**src/rtl/ps2_key_ctrl.sv**
```systemverilog
// ps2_key_ctrl: PS/2 Set-2 scan-code sequencer with repeat filter and show-ahead event FIFO
module ps2_key_ctrl #(
  parameter int FIFO_DEPTH  = 8,
  parameter int TIMEOUT_CYC = 50000
) (
  input  logic                          clk,
  input  logic                          rst,
  input  logic                          frame_valid,
  input  logic [10:0]                   frame,
  output logic                          ev_valid,
  output logic [9:0]                    ev_data,
  input  logic                          ev_ready,
  output logic [$clog2(FIFO_DEPTH):0]   ev_count,
  output logic                          err_proto,
  output logic                          err_ovf,
  input  logic                          clr_err
);
  localparam int AW = $clog2(FIFO_DEPTH);
  localparam int CW = AW + 1;
  localparam int TW = $clog2(TIMEOUT_CYC + 1);
  // bit 0 = extended prefix seen, bit 1 = break prefix seen
  localparam logic [1:0] IDLE = 2'd0, EXT = 2'd1, BRK = 2'd2, EXT_BRK = 2'd3;
  logic [1:0]    state, state_nx;
  logic          fv_q, acc, bad, is_e0, is_f0, is_pfx, tmo, mk, bk, match;
  logic          ev_push, pop, full, wr, proto_set, ovf_set;
  logic [7:0]    code;
  logic [TW-1:0] tcnt;
  logic [8:0]    held;
  logic          held_vld;
  logic [9:0]    mem [FIFO_DEPTH];
  logic [AW-1:0] wr_ptr, rd_ptr;
  // byte classification, prefix FSM next state and FIFO control
  always_comb begin
    acc       = frame_valid & ~fv_q;
    code      = frame[8:1];
    bad       = frame[0] | ~frame[10] | (code == 8'h00) | (code == 8'hFF);
    is_e0     = code == 8'hE0;
    is_f0     = code == 8'hF0;
    is_pfx    = is_e0 | is_f0;
    tmo       = (state != IDLE) && (tcnt == TW'(TIMEOUT_CYC - 1));
    match     = held_vld && (held == {state[0], code});
    mk        = acc & ~bad & ~state[1] & ~is_pfx;
    bk        = acc & ~bad & state[1] & ~is_pfx;
    ev_push   = bk | (mk & ~match);
    state_nx  = acc ? ((bad | state[1] | ~is_pfx) ? IDLE : is_e0 ? EXT : {1'b1, state[0]})
                    : tmo ? IDLE : state;
    proto_set = acc ? (bad | (state[1] & is_pfx)) : tmo;
    full      = ev_count == CW'(FIFO_DEPTH);
    ev_valid  = ev_count != '0;
    pop       = ev_valid & ev_ready;
    wr        = ev_push & (~full | pop);
    ovf_set   = ev_push & full & ~pop;
    ev_data   = ev_valid ? mem[rd_ptr] : '0;
  end
  // control state: edge detect, FSM, timeout, held key, FIFO pointers, sticky errors
  always_ff @(posedge clk or negedge rst) begin
    if (!rst) begin
      fv_q      <= 1'b0;
      state     <= IDLE;
      tcnt      <= '0;
      held      <= '0;
      held_vld  <= 1'b0;
      wr_ptr    <= '0;
      rd_ptr    <= '0;
      ev_count  <= '0;
      err_proto <= 1'b0;
      err_ovf   <= 1'b0;
    end else begin
      fv_q      <= frame_valid;
      state     <= state_nx;
      tcnt      <= (acc | tmo | (state == IDLE)) ? '0 : tcnt + 1'b1;
      if (mk & ~match) begin
        held     <= {state[0], code};
        held_vld <= 1'b1;
      end else if (bk & match) begin
        held_vld <= 1'b0;
      end
      wr_ptr    <= wr_ptr + AW'(wr);
      rd_ptr    <= rd_ptr + AW'(pop);
      ev_count  <= ev_count + CW'(wr) - CW'(pop);
      err_proto <= proto_set | (err_proto & ~clr_err);
      err_ovf   <= ovf_set | (err_ovf & ~clr_err);
    end
  end
  // event storage; contents only matter where the occupancy says so
  always_ff @(posedge clk) begin
    if (wr) mem[wr_ptr] <= {state[0], state[1], code};
  end
endmodule

```
**config.mk**
```make
export PLATFORM = sky130hd
export DESIGN_NAME = ps2_key_ctrl
export DESIGN_NICKNAME = d
export VERILOG_FILES = /design/src/rtl/ps2_key_ctrl.sv
export SDC_FILE = /design/constraint.sdc
export NUM_CORES = 1
export LEC_CHECK = 0
export ABC_AREA = 1
export CORE_MARGIN = 10
export CORE_UTILIZATION = 60
export DETAILED_ROUTE_END_ITERATION = 7
export GPL_TIMING_DRIVEN = 0
export HOLD_SLACK_MARGIN = 0.06
export PLACE_DENSITY = 0.87
export SYNTH_ARGS = -nofsm -noshare
export SYNTH_HDL_FRONTEND = slang
export SYNTH_SLANG_ARGS = --single-unit
```
**constraint.sdc**
```tcl
create_clock -name clk -period 5.4 [get_ports clk]
set_input_delay 1.08 -clock clk [delete_from_list [all_inputs] [get_ports clk]]
set_output_delay 1.08 -clock clk [all_outputs]
set_load 0.01 [all_outputs]
```
==> reports/results.ini <==
[logic_synthesis]
ys_warn_count = 0
seq_area_frac_synth_pct = 64.24
ys.flop_type = edfxtp_1
ys_ff_latch = 121
ys_types = 29
synthCells = 504
synth_edf_count = 80
synthTopCellsByArea = edfxtp_1, dfrtp_1, nor2_1, nand2_1, o21ai_0
synth_area_um2 = 5336
synth.top_cell.area_share_pct = 45.02
ys_async_sr_fraction_pct = 33.88
synth_fp_nets = 532
synth_common_cells = nor2_1, edfxtp_1, nand2_1
avgSynthCellArea_um2 = 10.59
synth_top_area_cell = edfxtp_1
synth.most_common_cell = nor2_1

[clocking]
cts_buffer_depth = 2
insertion_delay_ns = 0.52
numCtsBuffers = 17
postCtsSetupBuffers = 0
cts_tree = built
cts_root_buf = clkbuf_8
holdBufCountCts = 0
post_cts_resized = 0
cts_max_level = 4
clkSinkCount = 121
path_clk_slew_ns = 0.06

[worst_setup_path]
start_kind = flop
worstPathRequired_ns = 4.32
arrival_ns = 2.81
startpoint = rd_ptr[0]
worst_setup_path_end_kind = output pin
reg2reg_from = state[0]
crit_fanout = 10
worstRegToRegCells = 14
crit_type = reg2out

[cells_and_area]
drive_above_1_share_pct = 7.597
fin_area_um2 = 6316
antennaDiodeCount = 0
area_delta_synth_final_pct = 18.36
final_util_pct = 72.78
layout.nets = 582

[sta]
rsz0062_at_grt = no
fin_crit_ns = 3.895
tns_ns = 0
fin_crit_sh_pct = 72.13
fmax_mhz = 256.8
worst_pin_slew_ns = 0.9957
skew_ns = 0.005700
finalSetupViolations = 0
relSlewSlack_pct = 33.38
hold_viol_final = 0
slew_violations = 0

[pwr]
p_leak_uw = 0.002523
power_uw = 3113
powerDensity_nw_per_um2 = 492.9
irDropWorstVdd_v = 0.0003850

[die]
chipHeight_um = 114.3
dieArea_um2 = 13070
core_um2 = 8678
start_util_pct = 61.49
fp.dieW_um = 114.3
rows = 34
num_io_pins = 33

[worst_hold_path]
hold_start = tcnt[0]
whs_path_depth = 1
min_path_type = reg2reg

[grt]
grt_pass1_vias = 3995
antenna_found_initial = 0
grt-ovfl-total = 0
grt_pass1_wl_mm = 19.24
track_usage_pct = 18.73
grt_max_degree = 42

[detailed_routing]
drc = 0
vias = 3868
post_drt_wl_per_cell_um = 17.62
vias_per_cell = 5.739
ant_nets = 0
drtPass1Iterations = 6
routed_wl_mm = 11.88
drt-initial-drc-count = 254

[outcome]
outcome = finished, final reports clean

[place]
placed_cell_area_um2 = 5777
port_buffers = 31
gp_congestion = 0.8949
hpwlAfterDp_mm = 7.696

[job]
drv_cap = 0

-- cell usage in the layout (no fill, tap or decap), types with 3 or more instances in the layout --
| master | Yosys | final |
|---|---|---|
| a21oi_1 | 3 | 3 |
| clkbuf_1 | 14 | 14 |
| clkbuf_16 | 0 | 16 |
| clkdlybuf4s50_1 | 0 | 30 |
| clkinv_2 | 0 | 4 |
| clkinv_4 | 0 | 4 |
| clkinvlp_4 | 0 | 3 |
| dfrtp_1 | 41 | 41 |
| edfxtp_1 | 80 | 80 |
| ha_1 | 11 | 11 |
| inv_1 | 46 | 46 |
| nand2_1 | 61 | 61 |
| nand3_1 | 18 | 18 |
| nand4_1 | 6 | 6 |
| nor2_1 | 121 | 121 |
| nor4_1 | 4 | 4 |
| o21ai_0 | 38 | 38 |
| o21ai_1 | 5 | 5 |
| o32ai_1 | 20 | 20 |
| xnor2_1 | 6 | 6 |
| xor2_1 | 13 | 13 |
-- metrics by stage --
| step | setup WS [ns] | instances | hold slack, ns |
|---|---|---|---|
| after floorplan | 2.405 | 504 | 0.4283 |
| after global placement | 1.434 | 643 | 0.4501 |
| after detailed placement | 1.274 | 643 | 0.4500 |
| after CTS | 1.531 | 674 | 0.4581 |
| after global routing | 1.315 | 674 | 0.4767 |
| final | 1.505 | 674 | 0.4572 |
-- cells by family after synthesis --
group,synth area share [%]
adders and majority gates,2.954
AOI/OAI and AO/OA,7.714
DFF,64.24
xor gates and xnor gates,3.118
buffers and inverters,4.877
and+or+nand+nor,17.09
-- final cells by class --
type	count	area [um2]
inverter	46	172.7
fill	569	2362
sequential	121	3428
buffer	18	87.58
timing repair buffer	31	305.3
tap	108	135.1
multi-input combinational	319	1648
clock buffer	17	414.1
clock inverter	14	125.1
-- state kept, by name (all words and copies together) (netlist names), 2 cells and up --
name	count
rd_ptr	3
state	2
held	9
wr_ptr	3
tcnt	16
ev_count	4
mem	80
-- final timing paths --
check,slack (ns),end
max,1.51,ev_data[6]
min,0.46,tcnt[0]
max reg2reg,2.70,ev_count[2]
min reg2reg,0.46,tcnt[0]
max in group asynchronous,4.16,rd_ptr[0]
min in group asynchronous,0.67,tcnt[0]
-- power breakdown --
group	internal [uW]	switching, uW	leakage, uW
clock	607	412	0.000260
sequential	1060	66.7	0.00126
combinational	398	568	0.00100
total	2070	1050	0.00252
-- critical path, cell delays in order (launching register included) --
cell and delay, ns:
dfrtp_1 0.43, inv_1 0.14, clkbuf_1 0.46, nor2_1 0.09, o32ai_1 0.31, o21ai_0 0.13
nor2_1 0.16, clkdlybuf4s50_1 0.56
-- metal layers --
layer / part of all wire, % / GRT usage [%] / vias up
met5: 0 / 0 / -
met3: 7.9 / 5.818 / 27
li1: - / - / 1809
met1: 39 / 21.25 / 1863
met4: 2.0 / 7.853 / 0
met2: 51 / 32.00 / 169
(Power assumes the default switching activity.)
